===== src/rtl/riscv_crypto_sm3_pkg.sv =====
// rtl/riscv_crypto_sm3_pkg.sv - SM3 constants, FSM state type and round helper functions
package riscv_crypto_sm3_pkg;

  localparam logic [31:0]  T_LO   = 32'h79cc4519;
  localparam logic [31:0]  T_HI   = 32'h7a879d8a;
  localparam logic [255:0] SM3_IV = 256'h7380166f_4914b2b9_172442d7_da8a0600_a96f30bc_163138aa_e38dee4d_b0fb0e4e;

  typedef enum logic [1:0] {IDLE, RUN, DONE} state_t;

  function automatic logic [31:0] rol32(input logic [31:0] x, input logic [4:0] n);
    logic [63:0] t;
    t = {x, x} << n;
    return t[63:32];
  endfunction

  function automatic logic [31:0] p0(input logic [31:0] x);
    return x ^ rol32(x, 5'd9) ^ rol32(x, 5'd17);
  endfunction

  function automatic logic [31:0] p1(input logic [31:0] x);
    return x ^ rol32(x, 5'd15) ^ rol32(x, 5'd23);
  endfunction

  function automatic logic [31:0] ff(input logic [31:0] x, input logic [31:0] y,
                                     input logic [31:0] z, input logic hi);
    return hi ? ((x & y) | (x & z) | (y & z)) : (x ^ y ^ z);
  endfunction

  function automatic logic [31:0] gg(input logic [31:0] x, input logic [31:0] y,
                                     input logic [31:0] z, input logic hi);
    return hi ? ((x & y) | (~x & z)) : (x ^ y ^ z);
  endfunction

endpackage


===== src/rtl/riscv_crypto_sm3_round.sv =====
// rtl/riscv_crypto_sm3_round.sv - one combinational SM3 compression round
module riscv_crypto_sm3_round
  import riscv_crypto_sm3_pkg::*;
(
  input  logic [255:0] state,
  input  logic [31:0]  w,
  input  logic [31:0]  w4,
  input  logic [5:0]   j,
  output logic [255:0] state_next
);

  logic [31:0] a, b, c, d, e, f, g, h;
  logic [31:0] tj, a12, ss1, ss2, tt1, tt2;
  logic        hi;

  assign {a, b, c, d, e, f, g, h} = state;
  assign hi  = (j >= 6'd16);
  assign tj  = hi ? T_HI : T_LO;
  assign a12 = rol32(a, 5'd12);
  assign ss1 = rol32(a12 + e + rol32(tj, j[4:0]), 5'd7);
  assign ss2 = ss1 ^ a12;
  assign tt1 = ff(a, b, c, hi) + d + ss2 + (w ^ w4);
  assign tt2 = gg(e, f, g, hi) + h + ss1 + w;

  assign state_next = {tt1, a, rol32(b, 5'd9), c, p0(tt2), e, rol32(f, 5'd19), g};

endmodule


===== src/rtl/riscv_crypto_sm3_cf.sv =====
// rtl/riscv_crypto_sm3_cf.sv - multi-cycle SM3 compression engine, UNROLL rounds per clock
module riscv_crypto_sm3_cf
  import riscv_crypto_sm3_pkg::*;
#(
  parameter int UNROLL = 1
) (
  input  logic         g_clk,
  input  logic         g_reset,
  input  logic         in_valid,
  output logic         in_ready,
  input  logic [255:0] in_v,
  input  logic [511:0] in_block,
  output logic         out_valid,
  input  logic         out_ready,
  output logic [255:0] out_v
);

  localparam logic [5:0] LAST_J = 6'(64 - UNROLL);

  state_t                         state, state_nxt;
  logic [5:0]                     j;
  logic [255:0]                   v_reg, work, work_next;
  logic [15:0][31:0]              win;
  logic [UNROLL+15:0][31:0]       ext;
  logic                           accept, last_step;

  assign in_ready  = (state == IDLE);
  assign out_valid = (state == DONE);
  assign out_v     = (state == DONE) ? (work ^ v_reg) : '0;
  assign accept    = (state == IDLE) && in_valid;
  assign last_step = (j == LAST_J);

  always_comb begin
    state_nxt = state;
    case (state)
      IDLE:    if (in_valid)  state_nxt = RUN;
      RUN:     if (last_step) state_nxt = DONE;
      DONE:    if (out_ready) state_nxt = IDLE;
      default: state_nxt = IDLE;
    endcase
  end

  always_ff @(posedge g_clk or posedge g_reset) begin
    if (g_reset) begin
      state <= IDLE;
      j     <= '0;
    end else begin
      state <= state_nxt;
      if (accept)
        j <= '0;
      else if (state == RUN && !last_step)
        j <= j + 6'(UNROLL);
    end
  end

  // Window holds Wj..Wj+15; extend it by UNROLL words so each round finds Wj+4 in place.
  always_comb begin
    ext = '0;
    ext[15:0] = win;
    for (int k = 0; k < UNROLL; k++)
      ext[16+k] = p1(ext[k] ^ ext[k+7] ^ rol32(ext[k+13], 5'd15))
                  ^ rol32(ext[k+3], 5'd7) ^ ext[k+10];
  end

  for (genvar k = 0; k < UNROLL; k++) begin : g_rnd
    logic [255:0] s_in, s_out;
    if (k == 0) begin : g_first
      assign s_in = work;
    end else begin : g_chain
      assign s_in = g_rnd[k-1].s_out;
    end
    riscv_crypto_sm3_round u_round (
      .state      (s_in),
      .w          (ext[k]),
      .w4         (ext[k+4]),
      .j          (j + 6'(k)),
      .state_next (s_out)
    );
  end

  assign work_next = g_rnd[UNROLL-1].s_out;

  always_ff @(posedge g_clk) begin
    if (accept) begin
      v_reg <= in_v;
      work  <= in_v;
      for (int i = 0; i < 16; i++)
        win[i] <= in_block[511-32*i -: 32];
    end else if (state == RUN) begin
      work <= work_next;
      win  <= ext[UNROLL+15:UNROLL];
    end
  end

endmodule


===== config.mk =====
export PLATFORM = sky130hd
export DESIGN_NAME = riscv_crypto_sm3_cf
export DESIGN_NICKNAME = d
export VERILOG_FILES = /design/src/rtl/riscv_crypto_sm3_pkg.sv /design/src/rtl/riscv_crypto_sm3_round.sv /design/src/rtl/riscv_crypto_sm3_cf.sv
export SDC_FILE = /design/constraint.sdc
export NUM_CORES = 2
export LEC_CHECK = 0
export ABC_AREA = 1
export CAP_MARGIN = 0
export CORE_UTILIZATION = 35
export DETAILED_ROUTE_END_ITERATION = 7
export PLACE_DENSITY = 0.56
export SLEW_MARGIN = 20
export SYNTH_ARGS = -nofsm -noshare
export SYNTH_HDL_FRONTEND = slang
export SYNTH_SLANG_ARGS = --single-unit

===== constraint.sdc =====
create_clock -name g_clk -period 42.6 [get_ports g_clk]
set_clock_uncertainty 0.15 [all_clocks]
set_input_delay 4.26 -clock g_clk [delete_from_list [all_inputs] [get_ports g_clk]]
set_output_delay 4.26 -clock g_clk [all_outputs]
set_load 0.05 [all_outputs]

## Yosys cells after proc, flatten, opt, wreduce, memory -nomap -nowiden

Index checks and enable logic that the tools add are counted.

| word-level totals | value |
|---|---|
| input port bits | 772 |
| register bits after elaboration | 1,032 |
| word-level logic and storage cells | 82 |
| output and inout port bits | 258 |

| operators by class | value |
|---|---|
| reductions and logical operators | 7 |
| bitwise operators | 24 |
| add/sub/neg operators | 9 |
| muxes and demuxes | 14 |
| equality and inequality tests | 6 |
| order comparisons | 1 |
| shift-type cells | 1 |

Operators by type and width:

| cell | number |
|---|---|
| $mux W512 | 2 |
| $mux W256 | 3 |
| $xor A32 B32 Y32 | 14 |
| $add A32 B32 Y32 | 8 |
| $xor A256 B256 Y256 | 1 |
| $and A32 B32 Y32 | 5 |
| $or A32 B32 Y32 | 3 |
| $mux W32 | 2 |
| $shl A64 B5 Y64 | 1 |
| $not A32 Y32 | 1 |
| $mux W26 | 1 |
| $mux W6 | 2 |
| $add A6 B1 Y6 const B | 1 |
| $eq A6 B6 Y1 const B | 1 |
| $ge A6 B5 Y1 const B | 1 |
| $mux W2 | 3 |
| $pmux W2 S3 | 1 |
| $ne A2 B2 Y1 const B | 2 |
| $reduce_bool A2 Y1 | 2 |
| $reduce_and A3 Y1 | 1 |
| $eq A2 B1 Y1 const B | 1 |
| $eq A2 B2 Y1 const B | 1 |
| $logic_and A1 B1 Y1 | 2 |
| $logic_not A2 Y1 | 1 |
| 2 further kinds | 2 |

## Longest topological paths before layout

| depth | value |
|---|---|
| depth in word-level cells | 11 |
| depth in mapped cells | 44 |
| mapped depth without buffers | 43 |

## Cells and area by module

From an unflattened synthesis, not the netlist that was laid out.

| unflattened totals | value |
|---|---|
| cells, all modules | 7,209 |
| area, all modules | 63,124.3 µm² |

Modules (own cells, without submodules):

| module | times used | cells each | seq. area each (µm²) | area an instance (µm²) |
|---|---|---|---|---|
| riscv_crypto_sm3_cf | 1 | 4,799 | 30,949.7 | 47,299.1 |
| riscv_crypto_sm3_round | 1 | 2,410 | 0.0 | 15,825.2 |

## Least setup slack after synthesis

OpenSTA, ideal clock, no wires.

| path | value |
|---|---|
| kind | input -> register |
| start point | input port in_valid |
| end point | register win (netlist bit ext[0]) (enable) |
| required time | 37.117 ns |
| buffers on the path | 2 |
| setup time | 5.333 ns |
| stages on the path | 4 |
| arrival time | 17.406 ns |
| slack | 19.711 ns |
| path through | nand2_1 > clkbuf_1 > clkbuf_1 > nand2_1 |

| between the ends | value |
|---|---|
| word-level cells in the longest chain between the ends | 2 |

RTL lines:

| what | line | source |
|---|---|---|
| start: declaration | riscv_crypto_sm3_cf.sv:9 | `input logic in_valid,` |
| $logic_and A1 B1 Y1 | riscv_crypto_sm3_cf.sv:30 | `assign accept = (state == IDLE) && in_valid;` |
| $reduce_bool A2 Y1 (no source line) | -- |  |
| end signal: indexed assignment | riscv_crypto_sm3_cf.sv:88 | `win[i] <= in_block[511-32*i -: 32];` |
| end signal: assignment | riscv_crypto_sm3_cf.sv:91 | `win <= ext[UNROLL+15:UNROLL];` |
| end: declaration | riscv_crypto_sm3_cf.sv:23 | `logic [15:0][31:0] win;` |

No other way between the ends.
A chain may end at the register's enable or synchronous reset.

## Worst setup path in the final report

| path | value |
|---|---|
| start point | register j[4] |
| end point | register work[251] (netlist: g_rnd[0].s_in[251]), data pin |

| between the ends | value |
|---|---|
| word-level cells in the longest chain between the ends | 9 |
| elaborated cells between the ends (all ways) | 11 |
| those cells by class | 4 x add/sub; 1 x order compare; 1 x shift; 4 x mux; 1 x bitwise |

RTL lines:

| what | line | source |
|---|---|---|
| start: declaration | riscv_crypto_sm3_cf.sv:21 | `logic [5:0] j;` |
| start signal: assignment | riscv_crypto_sm3_cf.sv:52 | `j <= j + 6'(UNROLL);` |
| $ge A6 B5 Y1 | riscv_crypto_sm3_round.sv:17 | `assign hi = (j >= 6'd16);` |
| $mux W26 | riscv_crypto_sm3_round.sv:18 | `assign tj = hi ? T_HI : T_LO;` |
| $shl A64 B5 Y64 | riscv_crypto_sm3_pkg.sv:12 | `t = {x, x} << n;` |
| $add A32 B32 Y32 | riscv_crypto_sm3_round.sv:20 | `assign ss1 = rol32(a12 + e + rol32(tj, j[4:0]), 5'd7);` |
| $xor A32 B32 Y32 | riscv_crypto_sm3_round.sv:21 | `assign ss2 = ss1 ^ a12;` |
| $add A32 B32 Y32 (*) (2 in a row) | riscv_crypto_sm3_round.sv:22 | `assign tt1 = ff(a, b, c, hi) + d + ss2 + (w ^ w4);` |
| $mux W256 (*) | riscv_crypto_sm3_cf.sv:89 | `end else if (state == RUN) begin` |
| $mux W256 (*) | riscv_crypto_sm3_cf.sv:84 | `if (accept) begin` |
| end signal: assignment | riscv_crypto_sm3_cf.sv:86 | `work <= in_v;` |
| end signal: assignment | riscv_crypto_sm3_cf.sv:90 | `work <= work_next;` |
| end: declaration | riscv_crypto_sm3_cf.sv:22 | `logic [255:0] v_reg, work, work_next;` |

Mark *: on every way between the ends. The rest lies on a longest branch, timed or not. The select of a mux whose other input is x is not followed.

==> metrics.txt <==
# TYPE chip_impl_metric gauge
chip_impl_metric{name="finalHoldViolations",unit=""} 0
chip_impl_metric{name="hold_depth",unit=""} 2
chip_impl_info{name="timing.hold.worst.class",value="reg -> reg"} 1
chip_impl_metric{name="areaGrowthSynthToFinish",unit="%"} 27.70
chip_impl_metric{name="drive_above_1_share",unit=""} 0.04076
chip_impl_metric{name="critical_path.max_fanout",unit=""} 39
chip_impl_info{name="critical_path.slowest_cell",value="o21ai_0"} 1
chip_impl_info{name="type_of_the_worst_setup_path",value="reg -> reg"} 1
chip_impl_metric{name="largest_register_ffs",unit=""} 512
chip_impl_metric{name="post_cts_sizing_count",unit=""} 0
chip_impl_metric{name="critical_path_required",unit="ps"} 42970
chip_impl_info{name="cp-start-kind",value="flop"} 1
chip_impl_metric{name="synth-edff-count",unit=""} 1024
chip_impl_metric{name="avgViaCountPerCell",unit=""} 5.080
chip_impl_info{name="status",value="completed"} 1
chip_impl_metric{name="drtPass1Iterations",unit=""} 5
chip_impl_metric{name="seq_area_frac_synth",unit=""} 0.5195
chip_impl_metric{name="timing.max_cap.violations",unit=""} 0
chip_impl_metric{name="max_slew.worst_pin.slew",unit="ps"} 1187
chip_impl_metric{name="worst-r2r-setup-slack",unit="ps"} 33350
chip_impl_info{name="ys.flop_type",value="edfxtp_1"} 1
chip_impl_metric{name="ys_warn_count",unit=""} 0
chip_impl_metric{name="post_drt_wl_per_cell",unit="um"} 28.39
chip_impl_info{name="clock_tree_from_tritoncts",value="yes"} 1
chip_impl_metric{name="first_iter_violations",unit=""} 5350
chip_impl_metric{name="asyncSetResetFlopFracSynth",unit=""} 0.007752
chip_impl_metric{name="synth.net_count",unit=""} 7496
chip_impl_metric{name="synthesis.area_per_instance",unit="sq um"} 9.256
chip_impl_metric{name="dp_hpwl",unit="um"} 225000
chip_impl_metric{name="reg_clk_slew_reported_paths",unit="ps"} 60
chip_impl_metric{name="clock_sinks",unit=""} 1032
chip_impl_metric{name="hold_buffers",unit=""} 0
chip_impl_metric{name="slew_violations",unit=""} 0
chip_impl_metric{name="postCtsSetupBuffers",unit=""} 0
chip_impl_metric{name="post-synth-top-area-fraction",unit=""} 0.5161
chip_impl_metric{name="reg2regPathDepth",unit=""} 37
chip_impl_metric{name="postRouteAntennaNets",unit=""} 0
chip_impl_info{name="yosys-top-cells-area",value="edfxtp_1, nand2_1, fa_1"} 1
chip_impl_metric{name="final.period_utilization",unit=""} 0.2171
chip_impl_metric{name="groute.usage.overall",unit=""} 0.3135
chip_impl_metric{name="initial_utilization",unit=""} 0.3520
chip_impl_info{name="timing.rr.end",value="g_rnd[0].s_in[251]$_DFFE_PP_"} 1
chip_impl_metric{name="number_of_global_route_vias_before_repair",unit=""} 47880
chip_impl_metric{name="drc",unit=""} 0
chip_impl_metric{name="ys_ff_latch",unit=""} 1032
chip_impl_metric{name="vias",unit=""} 49510
chip_impl_metric{name="finalInstanceArea",unit="sq um"} 76090
chip_impl_metric{name="mappedNetlistArea",unit="sq um"} 59580
chip_impl_metric{name="cts-htree-levels",unit=""} 3
chip_impl_info{name="critical_path.startpoint",value="j[4]$_DFFE_PP0P_"} 1
chip_impl_metric{name="clk-insertion-delay-late",unit="ps"} 810
chip_impl_metric{name="critical_path_s_largest_stage_delay",unit="ps"} 630
chip_impl_metric{name="fmax",unit="MHz"} 108.1
chip_impl_metric{name="wire_length_of_the_first_global_routing_pass",unit="um"} 374100
chip_impl_info{name="final_common_cell",value="nand2_1"} 1
chip_impl_metric{name="globalplace.congestion",unit=""} 0.9552
chip_impl_metric{name="timing.final.setup_violations",unit=""} 0
chip_impl_info{name="setup_repair_after_global_routing_missed_its_margin",value="no"} 1
chip_impl_metric{name="setup_tns",unit="ps"} 0
chip_impl_info{name="most-common-layout-cells",value="nand2_1, clkdlybuf4s50_1, edfxtp_1"} 1
chip_impl_metric{name="final_net_count",unit=""} 8469
chip_impl_metric{name="die_span_y",unit="um"} 414.6
chip_impl_metric{name="final_wirelength",unit="um"} 276600
chip_impl_metric{name="dieWidth",unit="um"} 414.6
chip_impl_metric{name="nFillCells",unit=""} 16650
chip_impl_metric{name="fp.coreArea",unit="sq um"} 169300
chip_impl_info{name="timing.hold.worst.start",value="ext[215]$_DFFE_PP_"} 1
chip_impl_info{name="critPathCaptureType",value="flop"} 1
chip_impl_info{name="critical_path.most_common_cell",value="nand2_1"} 1
chip_impl_metric{name="cts-buffers-inserted",unit=""} 117
chip_impl_metric{name="worst-endpoint-arrival",unit="ps"} 9620
chip_impl_metric{name="grt-ovfl-total",unit=""} 0
chip_impl_metric{name="maxSlewHeadroom",unit=""} 0.2087
chip_impl_info{name="reg2reg_from",value="j[4]$_DFFE_PP0P_"} 1
chip_impl_metric{name="pin_count_of_the_biggest_net_entering_global_routing",unit=""} 222
chip_impl_metric{name="io_buffer_count",unit=""} 1029
chip_impl_metric{name="ios",unit=""} 1030
chip_impl_metric{name="antenna_found_initial",unit=""} 31
chip_impl_metric{name="place_area",unit="sq um"} 72210
chip_impl_metric{name="std_cell_rows",unit=""} 151
chip_impl_metric{name="post-route-min-period",unit="ps"} 9249
chip_impl_metric{name="synth.distinct_cells",unit=""} 49
chip_impl_info{name="worst_min_delay_path_endpoint",value="ext[183]$_DFFE_PP_"} 1
chip_impl_info{name="synth_top_area_cell",value="edfxtp_1"} 1
chip_impl_metric{name="syn_inst",unit=""} 6437
chip_impl_metric{name="dieArea",unit="sq um"} 171900
chip_impl_metric{name="layout.core_utilization",unit=""} 0.4495
chip_impl_metric{name="cts-root-to-sink-buffers",unit=""} 3
chip_impl_info{name="cts-root-buf",value="clkbuf_16"} 1
[synth_stat cells, types with 2 or more instances]
library cell,n
a21oi_1,122
nand4_1,17
nor2_2,5
inv_1,414
mux2i_1,6
a31oi_1,6
a21boi_0,4
a21o_1,5
a211oi_1,2
a21oi_2,2
o211ai_1,4
o21ai_1,13
o21ai_0,265
nor3_1,28
nand2_2,31
o22ai_1,2
xnor2_1,333
nand3_2,7
nor2_1,383
ha_1,99
o21ai_2,2
xor2_2,4
xor3_1,2
o21bai_1,14
nand2_1,2730
nand3b_1,6
dfrtp_1,8
xor2_1,253
inv_2,12
fa_1,188
edfxtp_1,1024
clkbuf_1,157
buf_1,8
o21a_1,10
xnor3_1,2
or2_2,11
buf_2,67
nand3_1,180
[metrics by stage]
stage / setup slack [ps] / hold slack [ps] / std cells
2_1_floorplan: 19710 / 344.3 / 6437
3_3_place_gp: 33330 / 348.2 / 9509
3_5_place_dp: 33290 / 350.7 / 9509
4_1_cts: 33360 / 339.1 / 9726
5_1_grt: 32860 / 358.9 / 9744
6_report: 33350 / 345.2 / 9746
[final cells by class]
cell class | instances | area [sq um] | share of cell area
flip-flops and latches | 1032 | 30950 | 0.4068
multi-input cells | 4745 | 26090 | 0.3429
repair buffers | 1087 | 10790 | 0.1418
clock buffers | 143 | 3047 | 0.04004
well taps | 2218 | 2775 | 0.03647
inverters | 427 | 1610 | 0.02116
clock inverters | 74 | 780.7 | 0.01026
diodes | 20 | 50.05 | 0.0006578
[routing by layer]
layer / global-route usage / share of wire / up-vias
li1: - / - / 22680
met1: 0.4023 / 0.41 / 24380
met2: 0.5356 / 0.49 / 2108
met3: 0.03703 / 0.058 / 336
met4: 0.1285 / 0.040 / 4
met5: 0 / 0.000098 / -
[worst max-delay path: cells and delay by family, from the launching register on]
kind | cells | cell delay (ps)
flops | 1 | 330
simple gates | 20 | 2080
compound gates | 6 | 2200
buf+inv | 3 | 1040
xor+xnor | 2 | 640
fa+ha+maj | 6 | 2580
[cells by family after synthesis]
logic type | Yosys count | share of synthesized area
flops | 1032 | 0.5195
simple gates | 3401 | 0.2227
mux | 6 | 0.001008
fa+ha+maj | 287 | 0.08396
xor+xnor | 595 | 0.08906
buf+inv | 660 | 0.04305
compound gates | 456 | 0.04074
[worst max-delay path by stage]
stage,end,slack [ps],cells past startpoint
after floorplan,ext[0]$_DFFE_PP_,19710,4
after global placement,g_rnd[0].s_in[241]$_DFFE_PP_,33330,33
after detailed placement,g_rnd[0].s_in[241]$_DFFE_PP_,33290,33
after CTS,g_rnd[0].s_in[251]$_DFFE_PP_,33360,33
after global routing,g_rnd[0].s_in[241]$_DFFE_PP_,32860,35
final,g_rnd[0].s_in[251]$_DFFE_PP_,33350,37
Power is not shown: default switching activity piles up to over one toggle a cycle in this logic, so the estimate is an artifact.
